==> config.mk <==
export PLATFORM = sky130hd
export DESIGN_NAME = intr_msi_sched
export DESIGN_NICKNAME = d
export VERILOG_FILES = /design/src/rtl/intr_msi_sched.sv
export SDC_FILE = /design/constraint.sdc
export NUM_CORES = 1
export LEC_CHECK = 0
export BUFFER_PORTS_ARGS = -buffer_cell sky130_fd_sc_hd__buf_2
export CORE_ASPECT_RATIO = 0.7
export CORE_MARGIN = 2
export CORE_UTILIZATION = 47
export CTS_CLUSTER_SIZE = 25
export DETAILED_ROUTE_END_ITERATION = 7
export PLACE_DENSITY = 0.74
export SKIP_LAST_GASP = 1
export SLEW_MARGIN = 20
export SYNTH_ARGS = -nofsm -noshare
export SYNTH_HDL_FRONTEND = slang
export SYNTH_SLANG_ARGS = --single-unit
==> constraint.sdc <==
create_clock -name i_clk -period 1.55 [get_ports i_clk]
set_clock_uncertainty 0.2 [all_clocks]
set_input_delay 0.155 -clock i_clk [delete_from_list [all_inputs] [get_ports i_clk]]
set_output_delay 0.155 -clock i_clk [all_outputs]
set_load 0.005 [all_outputs]
==> src/rtl/intr_msi_sched.sv <==
// intr_msi_sched
// Multi-source interrupt scheduler. Rising edges on i_src_irq are latched as
// pending. Unmasked pending sources are served one at a time in round-robin
// order over a single request/grant handshake, and the winning source index
// is presented as the MSI vector.
// Optional feature macro: INTR_TIMEOUT_EN. When it is defined, a request that
// goes ungranted for 2^TOW-1 cycles is abandoned and o_timeout_err pulses.
// When it is undefined, a request waits for its grant indefinitely.
module intr_msi_sched #(
    parameter int NSRC    = 8,
    parameter int VECW    = 5,
    parameter int HOLDOFF = 4,
    parameter int TOW     = 16
) (
    input  logic            i_clk,
    input  logic            i_rst,
    input  logic [NSRC-1:0] i_src_irq,
    input  logic [NSRC-1:0] i_src_mask,
    output logic            o_intx_msi_request,
    input  logic            i_intx_msi_grant,
    output logic [VECW-1:0] o_msi_vector,
    output logic [NSRC-1:0] o_pending,
    output logic            o_busy,
    output logic            o_timeout_err
);

    localparam int IDXW = $clog2(NSRC);
    localparam int HCW  = $clog2(HOLDOFF + 1);

    localparam logic [1:0] S_IDLE = 2'd0;
    localparam logic [1:0] S_REQ  = 2'd1;
    localparam logic [1:0] S_HOLD = 2'd2;

    // Reject configurations the vector or the counters cannot represent.
    if (NSRC < 2 || NSRC > 32 || (2 ** VECW) < NSRC || HOLDOFF < 1 || TOW < 1) begin : g_bad_cfg
        $error("intr_msi_sched: invalid parameter set");
    end

    logic [1:0]      r_state;
    logic            r_req;
    logic            r_busy;
    logic [NSRC-1:0] r_prev;
    logic [NSRC-1:0] r_pending;
    logic [IDXW-1:0] r_last;
    logic [IDXW-1:0] r_sel;
    logic [VECW-1:0] r_vec;
    logic [HCW-1:0]  r_hold_cnt;

    logic [NSRC-1:0] w_rise;
    logic [NSRC-1:0] w_eligible;
    logic [NSRC-1:0] w_clr;
    logic            w_grant_hit;
    logic            w_has_hi;
    logic [IDXW-1:0] w_pick_hi;
    logic [IDXW-1:0] w_pick_lo;
    logic [IDXW-1:0] w_pick;

    assign w_rise      = i_src_irq & ~r_prev;
    assign w_grant_hit = (r_state == S_REQ) && i_intx_msi_grant;

    // Round-robin pick: the lowest eligible index above r_last wins, otherwise
    // the search wraps to the lowest eligible index overall.
    always_comb begin
        // NOTE: every signal written here gets a default first, so no path through the block can infer a latch.
        w_eligible = r_pending & ~i_src_mask;
        w_has_hi   = 1'b0;
        w_pick_hi  = '0;
        w_pick_lo  = '0;
        for (int i = NSRC - 1; i >= 0; i--) begin
            if (w_eligible[i]) begin
                w_pick_lo = IDXW'(i);
                if (i > int'(r_last)) begin
                    w_pick_hi = IDXW'(i);
                    w_has_hi  = 1'b1;
                end
            end
        end
        w_pick = w_has_hi ? w_pick_hi : w_pick_lo;
    end

    // Clear mask: only the source being granted this cycle loses its pending bit.
    always_comb begin
        w_clr = '0;
        for (int i = 0; i < NSRC; i++) begin
            w_clr[i] = w_grant_hit && (r_sel == IDXW'(i));
        end
    end

    // Edge detect and pending latch; a new event outranks a same-cycle clear.
    always_ff @(posedge i_clk) begin
        // NOTE: state registers use non-blocking assignments so every flop samples pre-edge values.
        if (i_rst) begin
            r_prev    <= '0;
            r_pending <= '0;
        end else begin
            r_prev    <= i_src_irq;
            r_pending <= (r_pending & ~w_clr) | w_rise;
        end
    end

`ifdef INTR_TIMEOUT_EN
    logic [TOW-1:0] r_tcnt;
    logic           r_terr;
`endif

    // Handshake FSM: IDLE picks a source, REQ holds the request until it is
    // granted (or abandoned), and HOLD enforces the idle gap before the next round.
    always_ff @(posedge i_clk) begin
        if (i_rst) begin
            r_state    <= S_IDLE;
            r_req      <= 1'b0;
            r_busy     <= 1'b0;
            r_last     <= IDXW'(NSRC - 1);
            r_sel      <= '0;
            r_vec      <= '0;
            r_hold_cnt <= '0;
`ifdef INTR_TIMEOUT_EN
            r_tcnt     <= '0;
            r_terr     <= 1'b0;
`endif
        end else begin
`ifdef INTR_TIMEOUT_EN
            r_terr <= 1'b0;
`endif
            case (r_state)
                S_IDLE: begin
                    if (|w_eligible) begin
                        r_sel   <= w_pick;
                        r_vec   <= VECW'(w_pick);
                        r_req   <= 1'b1;
                        r_busy  <= 1'b1;
                        r_state <= S_REQ;
`ifdef INTR_TIMEOUT_EN
                        r_tcnt  <= '0;
`endif
                    end
                end
                S_REQ: begin
                    if (i_intx_msi_grant) begin
                        r_last     <= r_sel;
                        r_req      <= 1'b0;
                        r_hold_cnt <= '0;
                        r_state    <= S_HOLD;
                    end
`ifdef INTR_TIMEOUT_EN
                    // The count reaches 2^TOW-1 on this edge: give up, but keep
                    // the source pending and move the round-robin pointer past it.
                    else if (r_tcnt == ~TOW'(1)) begin
                        r_tcnt     <= r_tcnt + 1'b1;
                        r_last     <= r_sel;
                        r_req      <= 1'b0;
                        r_terr     <= 1'b1;
                        r_hold_cnt <= '0;
                        r_state    <= S_HOLD;
                    end else begin
                        r_tcnt <= r_tcnt + 1'b1;
                    end
`endif
                end
                S_HOLD: begin
                    if (r_hold_cnt == HCW'(HOLDOFF - 1)) begin
                        r_busy  <= 1'b0;
                        r_state <= S_IDLE;
                    end else begin
                        r_hold_cnt <= r_hold_cnt + 1'b1;
                    end
                end
                default: begin
                    r_req   <= 1'b0;
                    r_busy  <= 1'b0;
                    r_state <= S_IDLE;
                end
            endcase
        end
    end

    assign o_intx_msi_request = r_req;
    assign o_msi_vector       = r_vec;
    assign o_pending          = r_pending;
    assign o_busy             = r_busy;
`ifdef INTR_TIMEOUT_EN
    assign o_timeout_err      = r_terr;
`else
    assign o_timeout_err      = 1'b0;
`endif

endmodule

**Yosys cells after proc, flatten, opt, wreduce, memory -nomap -nowiden**

Cells that the tools add are included.

- Flip-flop bits (word level): 29
- Latch bits: 0
- Memory bits (writable): 0
- Bits in read-only memories: 0
- Input port bits: 19
- Output and inout bits: 16
- Word-level logic and storage cells: 107
- Memories: 0

- Add/subtract/negate cells: 1
- $mul: 0
- Div/mod/pow operators: 0
- Magnitude comparators: 7
- Eq/ne operators: 14
- Shifts and indexed selects: 0
- Muxes and demuxes: 49
- Bitwise operators: 9
- Reductions and logical operators: 19

Operators with widths:

| kind | count |
|---|---|
| two-way mux 3 bit | 25 |
| bitwise AND 8 bit | 3 |
| NOT 8 bit | 3 |
| two-way mux 1 bit | 17 |
| equality test 3 bit, second input constant | 4 |
| greater-than comparator 3 bit, first input constant | 4 |
| AND reduction 3 bit | 4 |
| equality test 3 x 2 -> 1 bit, second input constant | 3 |
| logical AND 1 bit | 9 |
| inequality test 2 bit, second input constant | 4 |
| bitwise OR 8 bit | 1 |
| OR reduction 8 bit | 1 |
| greater-than comparator 2 x 3 -> 1 bit, first input constant | 2 |
| two-way mux 2 bit | 3 |
| case mux 1 bit (3 select lines) | 2 |
| case mux 2 bit (3 select lines) | 1 |
| case mux 3 bit (2 select lines) | 1 |
| AND reduction 2 bit | 2 |
| adder 3 x 1 -> 3 bit, second input constant | 1 |
| equality test 3 x 1 -> 1 bit, second input constant | 1 |
| greater-than comparator 1 x 3 -> 1 bit, first input constant | 1 |
| zero test 3 bit | 1 |
| equality test 2 x 1 -> 1 bit, second input constant | 1 |
| equality test 2 bit, second input constant | 1 |
| 3 further kinds | 4 |

**Depth between registers and ports, before layout**

- Depth in word-level cells: 16
- Mapped depth: 7
- Gate-level depth less buffers: 7

**Worst setup path after synthesis**

Ideal clock, no wire load.

- Path kind: flip-flop to flip-flop
- Start: register r_last[1]
- End: register r_vec[0] (netlist: o_msi_vector[0])
- Setup time: 0.088 ns
- Data arrival time: 1.412 ns
- Data required time: 1.262 ns
- Path slack: -0.150 ns
- Stages on the path, launching flop included: 7
- Buffers on the path: 1
- Period minus slack after synthesis: 1.700 ns
- Cells stage by stage: dfxtp_1 > buf_6 > or2_4 > a21oi_4 > a21oi_2 > o32a_1 > a311oi_2

- Longest elaborated chain between the ends: 16
- Elaborated cells between the ends (all ways): 36
- Those cells by class: order compare: 7; mux: 29

RTL lines:

| element | RTL line | source |
|---|---|---|
| start: declaration | 44 | `logic [IDXW-1:0] r_last;` |
| start signal: assignment | 113 | `r_last <= IDXW'(NSRC - 1);` |
| start signal: assignment | 140 | `r_last <= r_sel;` |
| greater-than comparator 3 bit | 72 | `if (i > int'(r_last)) begin` |
| two-way mux 3 bit or two-way mux 1 bit (tied branches) | 72 |  |
| two-way mux 3 bit or two-way mux 1 bit (tied branches) | 70 | `if (w_eligible[i]) begin` |
| two-way mux 3 bit or two-way mux 1 bit (tied branches) | 72 |  |
| two-way mux 3 bit or two-way mux 1 bit (tied branches) | 70 |  |
| two-way mux 3 bit or two-way mux 1 bit (tied branches) | 72 |  |
| two-way mux 3 bit or two-way mux 1 bit (tied branches) | 70 |  |
| two-way mux 3 bit or two-way mux 1 bit (tied branches) | 72 |  |
| two-way mux 3 bit or two-way mux 1 bit (tied branches) | 70 |  |
| two-way mux 3 bit or two-way mux 1 bit (tied branches) | 72 |  |
| two-way mux 3 bit or two-way mux 1 bit (tied branches) | 70 |  |
| two-way mux 3 bit or two-way mux 1 bit (tied branches) | 72 |  |
| two-way mux 3 bit or two-way mux 1 bit (tied branches) | 70 |  |
| two-way mux 3 bit or two-way mux 1 bit (tied branches) | 72 |  |
| two-way mux 3 bit or two-way mux 1 bit (tied branches) | 70 |  |
| two-way mux 3 bit * | 78 | `w_pick = w_has_hi ? w_pick_hi : w_pick_lo;` |
| end signal: assignment | 129 | `r_vec <= VECW'(w_pick);` |
| end: declaration | 46 | `logic [VECW-1:0] r_vec;` |

Every way passes the cells marked *; elsewhere a longest branch is shown, timed or not.
A chain may end at the register's enable or synchronous reset.

**Final worst setup path**

- Start: register r_last[0]
- End: register r_vec[2] (netlist: o_msi_vector[2])

The elaborated chain is that of the path after synthesis.

==> key figures <==
Floorplan
  • Initial Util: between 50% and 60%
  • Die Wd: roughly 70 um
  • Row count: 16
  • Die height: ~50 um
  • I/O Pins: 35
  • Core ar.: 2843 um^2
  • Die ar.: between 3000 and 4000 um^2

Power
  • Clock power share: between 30% and 40%
  • Psw: ~0.66 mW
  • Pwr dens: 1061 nW/um^2
  • Combinational share of power: between 20% and 30%
  • Reg power frac: between 30% and 40%
  • Tot Pwr: between 2 and 2.5 mW
  • Int Power: approximately 1.6 mW
  • Peak VDD IR: approximately 0.7 mV
  • Static Leak: 0.9140 nW
  • Sw frac: 29.01%

Logic synthesis
  • Top-count cell post-synth: dfxtp_1
  • Yosys cell types: 40
  • Mapped Area: 1436 um^2
  • Primary FF master, synth: dfxtp_1
  • Post-synth EDFFs: 0
  • #FFs+latches synth: 29
  • Area leader, netlist: dfxtp_1
  • Synth top area share: roughly two fifths
  • Ys Warns: 0
  • Seq/Total Area, Yosys: 40.42%
  • Cells after Synth: roughly 170
  • Post-synth top cells: 29 x dfxtp_1, 19 x nand2b_1, 18 x a21oi_1
  • Synthesized area per cell: about 8.5 um^2
  • FFs w/ async S/R, synth: 0%
  • Largest cells by area after synthesis: dfxtp_1 40%, nand2b_1 8.3%, a21oi_1 6.3%, nor2b_1 6.1%, nor2_1 3.7%

Routing
  • # DRC: 0
  • Router iterations before antenna repair: 5
  • Detail Route Antenna Nets: 0
  • Routed vias/inst: approximately 5.8
  • Vias: 1571
  • WL/cell: between 15 and 20 um
  • Starting DRC count in detailed routing: roughly 210
  • Drt total wl: 4456 um

STA
  • Hold Slack: a little over 0.1 ns
  • Relative slew margins: 63.13%
  • Fin crit share: 110.7%
  • Peak Freq: roughly 0.6 GHz
  • Max-slew violation count: 0
  • Final setup viols: 3
  • Crit path time final: 1.716 ns
  • Final Hold Viols: 0
  • Worst setup margin: -0.1661 ns
  • Worst-Margin Slew: ~0.55 ns
  • RSZ-0062 raised after global routing: yes

Setup path
  • Crit-path max cell delay: 0.37 ns
  • Worst-path fanout max: 6
  • Critical Path RT: 1.56 ns
  • Family with the most delay on the worst path: compound AO/OA/AOI/OAI gates
  • Reg2reg setup slack: -0.17 ns
  • Slowest stage cell, crit path: dfxtp_4
  • CP startpoint kind: register
  • Cell Chain, Critical Path: or2_4 -> a21oi_4 -> nor4_4 -> buf_4 -> a211o_1 -> a21oi_1
  • Worst EP arrival: 1.73 ns
  • CP Class: register to register
  • Crit. End Element: register
  • Worst path buffer plus inverter count: 1

Clock tree
  • CTS root buffer: clkbuf_8
  • CTS tree: done
  • CTS H-tree lvls: 2
  • Clock buffer depth: 2
  • Clock Sinks: 29
  • TritonCTS Buffers: 5
  • Clock Latency Late Sink: approximately 0.29 ns
  • Clock transition at path regs: about 0.070 ns

Global routing
  • Largest net degree at the start of global routing: 30
  • Total track usage: between 20% and 30%
  • Global Route met3 Usage: under 10%
  • Met1 GRT Util: a little under a third
  • Met2 usage: a little under half
  • GRT Max-Usage Layer: met2
  • GR Overflow Total: 0
  • Global-route wire length before repair: between 7000 and 8000 um
  • Number of global-route vias before repair: ~1600
  • Initial antenna violation count: 0

Status
  • Failing checks: negative setup slack
  • Outcome: complete, but fails checks

Layout
  • Multi-input logic area: 924.6 um^2
  • Fraction of layout instances using a drive strength above 1: a little over two fifths
  • Area growth syn-to-layout: 49.65%
  • Nets: approximately 260
  • Fill count: between 150 and 200
  • Register area: just under 600 um^2
  • Antenna Cells: 0

Job
  • # Max-Cap Violations: 0

Placed design
  • IO Port Bufs: 31
  • HPWL after DPL: between 2000 and 3000 um
  • GP Congestion: slightly below 1
  • Place WS: -0.2290 ns

Min path
  • Worst Hold Class: input port to register
-- routing by layer --
layer / share of wire (%) / vias to the layer above
met5: 0 / -
met4: 2.1 / 0
met3: 6.2 / 16
met2: 49 / 85
met1: 43 / 742
li1: - / 728
-- flip-flops by register name (all words and copies together) (netlist names) --
name and count:
r_last 3, o_intx_msi_request 1, r_prev 8, o_pending 8, o_msi_vector 3, o_busy 1
r_hold_cnt 3, r_state 2
-- final timing paths --
path / from / endpoint / cells after the start
setup / recovery: r_last[0] / o_msi_vector[2] / 6
hold / removal: i_intx_msi_grant / r_last[2] / 4
setup reg to reg: r_last[0] / o_msi_vector[2] / 6
hold reg to reg: o_busy / o_busy / 2
-- metrics by stage --
step                      setup TNS, ns  area, um^2  std cells  utilization (%)
after floorplan                -0.08485        1453        171                -
after global placement          -0.2840        1790        254            62.98
after detailed placement        -0.6261        1790        254            62.98
after CTS                       -0.3826        2071        273            72.84
after global routing            -0.6202        2150        273            75.62
final                           -0.4259        2150        273            75.62
-- area by class of cell --
| cell class | count | share of cell area, % |
|---|---|---|
| multi-input combinational | 130 | 43.02 |
| sequential | 29 | 27.76 |
| timing repair buffer | 68 | 21.19 |
| clock buffer | 6 | 3.842 |
| tap | 36 | 2.095 |
| clock inverter | 2 | 1.746 |
| inverter | 2 | 0.3492 |
-- cells in the final DEF (no fill, tap or decap), drive strengths merged, types with 3 or more instances in the layout --
cell type,instances
buf,59
dfxtp,29
a21oi,20
nand2b,19
nor2b,14
nor2,14
o21ai,11
dlygate4sd3,9
nand2,9
clkbuf,6
nor3,6
a211o,4
nand4,3
conb,3
o21a,3
a311oi,3
-- power by group through the flow --
| stage | sequential [mW] | combinational, mW | clock [mW] |
|---|---|---|---|
| after floorplan | 0.889 | 0.258 | 0 |
| after global placement | 0.897 | 0.432 | 0 |
| after detailed placement | 0.901 | 0.448 | 0 |
| after CTS | 0.892 | 0.495 | 0.836 |
| after global routing | 0.916 | 0.584 | 0.863 |
| final | 0.907 | 0.539 | 0.835 |
-- worst min-delay path, stage by stage --
cell and delay, ns:
buf_2 0.10, nand2_1 0.13, o21ai_0 0.09, nand3b_1 0.08
-- cell families after synthesis --
family | after synthesis | synth area share [%]
buf+inv | 12 | 4.529
mux | 1 | 0.7839
other cells | 1 | 0.2611
simple gates | 73 | 28.14
fa+ha+maj | 2 | 1.742
compound gates | 51 | 24.13
flops | 29 | 40.42
-- what timing repair did --
item / in CTS / in global routing
pin swaps: 3 / 8
endpoints found under the hold margin: 17 / 0
gates resized for setup: 13 / 22
endpoints found under the setup margin: 6 / 14
setup buffers: 2 / 0
hold buffers: 9 / 0
Power figures use the tool's default switching activity.
